File: src/rtl/uart_tx_pkg.sv
`default_nettype none
// ============================================================================
//  Module      : uart_tx_pkg
//  Description : Shared types and constants for the UART transmit path:
//                controller state encoding, frame-mux select codes and the
//                default payload width.
//  Revision    : 1.0 - initial release
// ============================================================================
package uart_tx_pkg;

    localparam int DEFAULT_DATA_WIDTH = 8;

    // Controller states. Explicit 3-bit encoding so that state values are
    // stable across tools and visible in waveforms.
    typedef enum logic [2:0] {
        IDLE   = 3'd0,
        START  = 3'd1,
        DATA   = 3'd2,
        PARITY = 3'd3,
        STOP   = 3'd4
    } tx_state_t;

    // Frame mux select codes.
    localparam logic [1:0] MUX_START = 2'b00;  // line driven low
    localparam logic [1:0] MUX_IDLE  = 2'b01;  // line driven high (idle / stop)
    localparam logic [1:0] MUX_DATA  = 2'b10;  // serializer output
    localparam logic [1:0] MUX_PAR   = 2'b11;  // parity bit

endpackage
`default_nettype wire

File: src/rtl/uart_parity_calc.sv
`default_nettype none
// ============================================================================
//  Module      : uart_parity_calc
//  Description : Combinational UART parity generator, shared by the TX
//                controller and the RX checker.
//                par_typ = 0 -> even parity, par_typ = 1 -> odd parity.
//  Ports       : data    [DATA_WIDTH] in  payload
//                par_typ              in  parity type
//                par_bit              out parity bit to transmit / expect
//  Revision    : 1.0 - initial release
// ============================================================================
module uart_parity_calc #(
    parameter int DATA_WIDTH = 8
) (
    input  logic [DATA_WIDTH-1:0] data,
    input  logic                  par_typ,
    output logic                  par_bit
);

    assign par_bit = (^data) ^ par_typ;

endmodule
`default_nettype wire

File: src/rtl/uart_tx_ctrl.sv
`default_nettype none
// ============================================================================
//  Module      : uart_tx_ctrl
//  Description : Sequencing controller for the UART transmit path. Accepts
//                bytes from the system side, drives the serializer load/shift
//                controls, the frame-mux select and the parity bit.
//                Frame: start, DATA_WIDTH data bits LSB first, optional
//                parity, one stop bit. One bit per clk cycle.
//  Build macro : UART_TX_HOLD_EN - adds a one-entry holding register so a
//                request arriving mid-frame is queued instead of dropped.
//  Ports       : clk, rst (sync, active high)
//                P_Data/Data_valid/PAR_EN/PAR_TYP  request side
//                ser_done                          from serializer
//                ser_load/ser_pdata/ser_en         to serializer
//                mux_sel/par_bit                   to frame mux
//                BUSY/hold_full/tx_ovf             status
//  Revision    : 1.0 - initial release
// ============================================================================
module uart_tx_ctrl
    import uart_tx_pkg::*;
#(
    parameter int DATA_WIDTH = DEFAULT_DATA_WIDTH
) (
    input  logic                  clk,
    input  logic                  rst,
    input  logic [DATA_WIDTH-1:0] P_Data,
    input  logic                  Data_valid,
    input  logic                  PAR_EN,
    input  logic                  PAR_TYP,
    input  logic                  ser_done,
    output logic                  ser_load,
    output logic [DATA_WIDTH-1:0] ser_pdata,
    output logic                  ser_en,
    output logic [1:0]            mux_sel,
    output logic                  par_bit,
    output logic                  BUSY,
    output logic                  hold_full,
    output logic                  tx_ovf
);

    tx_state_t             r_state;
    tx_state_t             w_next_state;

    logic                  r_par_en;
    logic                  r_par_bit;

    logic                  w_direct;      // request accepted straight from IDLE
    logic                  w_drop;        // request discarded
    logic                  w_launch;      // a frame starts next cycle
    logic [DATA_WIDTH-1:0] w_launch_data;
    logic                  w_launch_en;
    logic                  w_launch_typ;
    logic                  w_par_calc;

`ifdef UART_TX_HOLD_EN
    logic [DATA_WIDTH-1:0] r_hold_data;
    logic                  r_hold_en;
    logic                  r_hold_typ;
    logic                  r_hold_full;
    logic                  w_drain;
    logic                  w_capture;

    // The hold is emptied at a frame boundary (STOP, or IDLE when a byte was
    // captured during the final stop cycle). A held byte always has priority
    // over a fresh request; the fresh one then takes the freed slot.
    assign w_drain   = ((r_state == IDLE) || (r_state == STOP)) && r_hold_full;
    assign w_direct  = (r_state == IDLE) && !r_hold_full && Data_valid;
    assign w_capture = Data_valid && !w_direct && (!r_hold_full || w_drain);
    assign w_drop    = Data_valid && !w_direct && r_hold_full && !w_drain;
    assign w_launch  = w_drain || w_direct;

    assign w_launch_data = w_drain ? r_hold_data : P_Data;
    assign w_launch_en   = w_drain ? r_hold_en   : PAR_EN;
    assign w_launch_typ  = w_drain ? r_hold_typ  : PAR_TYP;

    always_ff @(posedge clk) begin
        if (rst) begin
            r_hold_full <= 1'b0;
            r_hold_data <= '0;
            r_hold_en   <= 1'b0;
            r_hold_typ  <= 1'b0;
        end else if (w_capture) begin
            r_hold_full <= 1'b1;
            r_hold_data <= P_Data;
            r_hold_en   <= PAR_EN;
            r_hold_typ  <= PAR_TYP;
        end else if (w_drain) begin
            r_hold_full <= 1'b0;
        end
    end

    assign hold_full = r_hold_full;
`else
    assign w_direct      = (r_state == IDLE) && Data_valid;
    assign w_drop        = (r_state != IDLE) && Data_valid;
    assign w_launch      = w_direct;
    assign w_launch_data = P_Data;
    assign w_launch_en   = PAR_EN;
    assign w_launch_typ  = PAR_TYP;
    assign hold_full     = 1'b0;
`endif

    uart_parity_calc #(
        .DATA_WIDTH (DATA_WIDTH)
    ) u_parity (
        .data    (w_launch_data),
        .par_typ (w_launch_typ),
        .par_bit (w_par_calc)
    );

    // Load strobe and overflow are combinational with the request; they are
    // masked during reset so an abandoned cycle never loads or flags.
    assign ser_load  = w_launch && !rst;
    assign ser_pdata = ser_load ? w_launch_data : '0;
    assign tx_ovf    = w_drop && !rst;
    assign BUSY      = (r_state != IDLE);
    assign par_bit   = r_par_bit;

    always_ff @(posedge clk) begin
        if (rst) begin
            r_state <= IDLE;
        end else begin
            r_state <= w_next_state;
        end
    end

    // Parity configuration is frozen per frame at launch time.
    always_ff @(posedge clk) begin
        if (rst) begin
            r_par_en  <= 1'b0;
            r_par_bit <= 1'b0;
        end else if (w_launch) begin
            r_par_en  <= w_launch_en;
            r_par_bit <= w_par_calc;
        end
    end

    always_comb begin
        w_next_state = r_state;
        ser_en       = 1'b0;
        mux_sel      = MUX_IDLE;
        case (r_state)
            IDLE: begin
                if (w_launch) begin
                    w_next_state = START;
                end
            end
            START: begin
                mux_sel      = MUX_START;
                w_next_state = DATA;
            end
            DATA: begin
                ser_en  = 1'b1;
                mux_sel = MUX_DATA;
                if (ser_done) begin
                    w_next_state = r_par_en ? PARITY : STOP;
                end
            end
            PARITY: begin
                mux_sel      = MUX_PAR;
                w_next_state = STOP;
            end
            STOP: begin
                w_next_state = w_launch ? START : IDLE;
            end
            default: begin
                w_next_state = IDLE;
            end
        endcase
    end

endmodule
`default_nettype wire

File: config.mk
export PLATFORM = sky130hd
export DESIGN_NAME = uart_tx_ctrl
export DESIGN_NICKNAME = d
export VERILOG_FILES = /design/src/rtl/uart_tx_pkg.sv /design/src/rtl/uart_parity_calc.sv /design/src/rtl/uart_tx_ctrl.sv
export SDC_FILE = /design/constraint.sdc
export NUM_CORES = 1
export LEC_CHECK = 0
export CORE_AREA = 10 10 47 49
export DETAILED_ROUTE_END_ITERATION = 12
export DIE_AREA = 0 0 57 59
export PLACE_DENSITY = 0.78
export SLEW_MARGIN = 40
export SYNTH_ARGS = -nofsm -noshare
export SYNTH_HDL_FRONTEND = slang
export SYNTH_SLANG_ARGS = --single-unit
File: constraint.sdc
create_clock -name clk -period 2.45 [get_ports clk]
set_clock_uncertainty 0.2 [all_clocks]
set_input_delay 0.49 -clock clk [delete_from_list [all_inputs] [get_ports clk]]
set_output_delay 0.49 -clock clk [all_outputs]
set_load 0.01 [all_outputs]
# After elaboration in Yosys (flattened, before gate mapping)
# Index checks and enable logic that the tools add are counted.
dict set report classes {
  n_eq_ne 6
  n_mux 8
  n_bitwise 1
  reduce_logical 9
}
# operator count
set op_table {}
lappend op_table {{case mux 3 bit (5 select lines)} 1}
lappend op_table {{two-way mux 3 bit} 3}
lappend op_table {{two-way mux 8 bit} 1}
lappend op_table {{parity 8 bit} 1}
lappend op_table {{== test 3 x 2 -> 1 bit (second input constant)} 2}
lappend op_table {{case mux 2 bit (3 select lines)} 1}
lappend op_table {{logical AND 1 bit} 4}
lappend op_table {{!= test 2 bit (second input constant)} 2}
lappend op_table {{== test 3 x 1 -> 1 bit (second input constant)} 1}
lappend op_table {{== test 3 bit (second input constant)} 1}
lappend op_table {{zero test 3 bit} 1}
lappend op_table {{nonzero test 3 bit} 1}
lappend op_table {{two-way mux 1 bit} 2}
lappend op_table {{AND reduction 2 bit} 1}
lappend op_table {{zero test 1 bit} 1}
lappend op_table {{XOR 1 bit} 1}
dict set report totals {
  ff_bits 5
  input_bits 14
}

# Longest topological paths before layout
dict set report depth {
  depth_word 4
  mapped_depth 4
  depth_no_buf 4
}

# Cells and area by module
# A second synthesis with hierarchy kept.
dict set report hier_totals {
  cells_unflattened 48
  hier_area_um2 454.2
}
# module instances cells_per_inst area_each_um2 seq_area_each_um2
set modules_own_cells {}
lappend modules_own_cells {uart_tx_ctrl 1 41 371.6 100.1}
lappend modules_own_cells {uart_parity_calc 1 7 82.6 0.0}

# Least setup slack after synthesis
# Ideal clock, no wire load.
dict set report synth_timing {
  path_kind {input-to-output}
  start {input Data_valid}
  end {output ser_pdata[0]}
  t_arrival_ns 1.325
  path_slack_ns 0.435
  path_stages 3
  cell_sequence {or4b_4 nor2_8 and2_1}
}
dict set report synth_via {
  elab_chain_cells 3
}
# item line_no
set synth_rtl {}
lappend synth_rtl {{start: declaration} uart_tx_ctrl.sv:27} ;# input logic Data_valid,
lappend synth_rtl {{logical AND 1 bit} uart_tx_ctrl.sv:94} ;# assign w_direct = (r_state == IDLE) && Data_valid;
lappend synth_rtl {{logical AND 1 bit} uart_tx_ctrl.sv:113} ;# assign ser_load = w_launch && !rst;
lappend synth_rtl {{named net ser_load} uart_tx_ctrl.sv:31} ;# output logic ser_load,
lappend synth_rtl {{two-way mux 8 bit} uart_tx_ctrl.sv:114} ;# assign ser_pdata = ser_load ? w_launch_data : '0;
lappend synth_rtl {{end: declaration} uart_tx_ctrl.sv:32} ;# output logic [DATA_WIDTH-1:0] ser_pdata,
# The timed path passes the listed nets, and every way through them passes these cells.

# Final worst setup path
dict set report layout_timing {
  start {register r_state[2]}
  end {output BUSY}
}
dict set report layout_via {
  elab_chain_cells 1
}
# item line_no
set layout_rtl {}
lappend layout_rtl {{start: declaration} uart_tx_ctrl.sv:41} ;# tx_state_t r_state;
lappend layout_rtl {{start signal: assignment} uart_tx_ctrl.sv:123} ;# r_state <= w_next_state;
lappend layout_rtl {{nonzero test 3 bit} uart_tx_ctrl.sv:116} ;# assign BUSY = (r_state != IDLE);
lappend layout_rtl {{end: declaration} uart_tx_ctrl.sv:36} ;# output logic BUSY,
# No other way between the ends.

==> results.txt <==
status -> completed
port bufs -> 28
row count -> 14
layout cells sized above 1 -> 28.9%
TritonCTS Buffers -> 3
Final Power -> 322 µW
number of nets still failing antenna checks after routing -> 0
Skew-Pair Late Insertion Delay -> 0.24 ns
Clk pwr share -> 28.9%
Fin. Hold Viols -> 0
Top FF cell, synth -> dfxtp_1
DP HPWL -> 1070 µm
Root Driver -> clkbuf_4
LEAKAGE -> 0.366 nW
First-pass DRT Iterations -> 2
Async S/R FF share, synth -> 0%
Min-Delay Endpoint -> par_bit
Min Hold Slack -> 0.298 ns
PD cells -> 435 nW/µm²
Comb power frac -> 42.5%
htree depth -> 1
HP Class -> register to register
WP buf/inv -> 2
worst path cell trace -> buf_4, or3_2, clkdlybuf4s50_1
Via density -> 4.38
share of the synthesized area in the top cell type -> 24.9%
part of the power in registers -> 28.6%
Synth warnings -> 0
CTS max path bufs -> 2
CTS tree -> done
net count after synthesis -> 58
NumNets Final -> 98
vias in the first global route -> 474
max cap viols -> 0
residual DRC count -> 0
Synth Area per Inst -> 9.13 µm²
pre-CTS setup slack -> -0.558 ns
global-route wire length before repair -> 2020 µm
Layout Utilization -> 52.9%
Pint -> 230 µW
Switching Share -> 28.5%
compound-cell area share of the yosys netlist -> 5.30%
Critical Path Max Stage Delay -> 0.49 ns
Area Overhead vs Synth -> 84.4%
Synth Area in Simple Gates -> 40.5%
fill count -> 146
DRT iter0 DRCs -> 2
Placeable Area -> 1400 µm²
Post-Synth Adder-Cell Area -> 0%
die height -> 59 µm
WP data required -> 1.76 ns
unrepaired setup endpoints after global routing -> false
Worst path slowest cell -> clkdlybuf4s50_1
# hold bufs at CTS -> 0
Post-Synth XOR/XNOR Area -> 18.7%
die area -> 3360 µm²
Setup Fix Bufs, Post-CTS -> 0
reg-to-reg endpoint -> par_bit
Yosys top cell by area -> dfxtp_1
Initial Util -> 28.7%
Area contributors post-synth -> dfxtp_1 (25%), and2_1 (12%), xnor2_1 (8.7%)
fin crit share -> 96.0%
GRT Residual Overflow -> 0
RePlAce Congestion -> 0.673
sequential cell area fraction in the yosys report -> 24.9%
Num Clock Sinks -> 5
Ports -> 30
crit path launch type -> register
CP top delay family -> buffers and inverters
WL/cell -> 12.8 µm
r2r setup slk -> 0.72 ns
largest net degree at the start of global routing -> 7
Max Transition Viols Final -> 0
ant diodes -> 0
worst vdd ir -> 0.000246 V
via count -> 434
CP max FO -> 5
Overall Global Routing Usage -> 7.29%
setup slack after layout -> 0.0981 ns
final setup violation count -> 0
Cells after Synth -> 44
R2R depth -> 3
crit path from -> r_state[2]
sw power -> 91.8 µW
Max Clk Rate -> 425 MHz
mux cell area share after synthesis -> 4.98%
CP endpoint kind -> output pin
clock-pin slew on the worst setup and hold paths -> 0.04 ns
fin crit period -> 2.35 ns
largest family of logic cells by synthesized area -> simple AND/OR/NAND/NOR gates
hold_sp -> par_bit
Hold Path Stages -> 1
critical path data arrival time -> 1.66 ns
crit path kind -> register to output pin
die width -> 57 µm
post-CTS resize count -> 37
Seq cells post-synth -> 5
post-synth cell types -> 23
worst reg2reg path startpoint -> r_state[2]
synthesized area -> 402 µm²
final WL -> 1260 µm
EDFF count, synth -> 0
initial antenna violation count -> 0
## power by group through the flow
stage	combinational [mW]	clock [mW]	sequential, mW
floorplan	0.0626	0	0.0968
detailed placement	0.143	0	0.0937
global placement	0.140	0	0.0934
finish	0.137	0.0933	0.0921
CTS	0.140	0.0971	0.0923
global route	0.148	0.104	0.0928
## synth_stat cells, drive strengths merged (2+ instances only)
library cell  count
and2              8
and3              2
dfxtp             5
inv               3
mux2i             2
nor2              3
nor3              2
nor4              2
xnor2             4
xor2              2
## cells in the final DEF, fill, tap and decap left out, types with 2 or more instances in the layout
| cell | synthesis | final |
|---|---|---|
| clkdlybuf4s50_1 | 0 | 16 |
| and2_1 | 8 | 8 |
| buf_2 | 0 | 8 |
| buf_4 | 1 | 7 |
| dfxtp_1 | 5 | 5 |
| xnor2_1 | 4 | 4 |
| inv_1 | 3 | 3 |
| clkbuf_4 | 0 | 3 |
| dlygate4sd2_1 | 0 | 3 |
| nor2_1 | 2 | 2 |
| xor2_1 | 2 | 2 |
| and3_1 | 2 | 2 |
| mux2i_1 | 2 | 2 |
| nor3_1 | 2 | 2 |
## state kept, by name, summed over array words and instances (netlist names)
signal,count
r_par_en,1
r_state,3
par_bit,1
## worst max path at each step
stage / cells past startpoint / end / slack [ns]
final: 3 / BUSY / 0.1
after global placement: 5 / ser_pdata[0] / -0.53
after CTS: 3 / BUSY / 0.08
after detailed placement: 5 / ser_pdata[0] / -0.56
after floorplan: 3 / ser_pdata[0] / 0.43
after global routing: 3 / BUSY / 0.03
## stage by stage
stage | TNS [ns] | area, µm² | instances
after detailed placement | -4.97 | 747 | 94
final | 0 | 741 | 99
after global routing | 0 | 741 | 99
after floorplan | 0 | 402 | 44
after CTS | 0 | 741 | 99
after global placement | -4.77 | 747 | 94
## cell type report
| class | count | area (µm²) | area share [%] |
|---|---|---|---|
| inverter | 3 | 11.3 | 1.52 |
| tap | 16 | 20.0 | 2.70 |
| clock buffer | 4 | 26.3 | 3.55 |
| multi-input combinational | 36 | 294 | 39.7 |
| timing repair buffer | 35 | 289 | 39.0 |
| sequential | 5 | 100 | 13.5 |
## cell families after synthesis
group,Yosys count
xor gates and xnor gates,7
other,1
muxes,2
DFF,5
and+or+nand+nor,22
buffers and inverters,4
AOI/OAI and AO/OA,3
## layer usage
layer	global-route usage [%]	part of all wire [%]	up-vias	wire [µm]
met5	0	0	-	0
met4	3.02	0	0	0
met3	3.86	10	0	127
met2	12.4	52	17	658
met1	7.33	38	191	478
li1	-	-	226	-
Note: power is estimated with default switching activity, not from simulation.
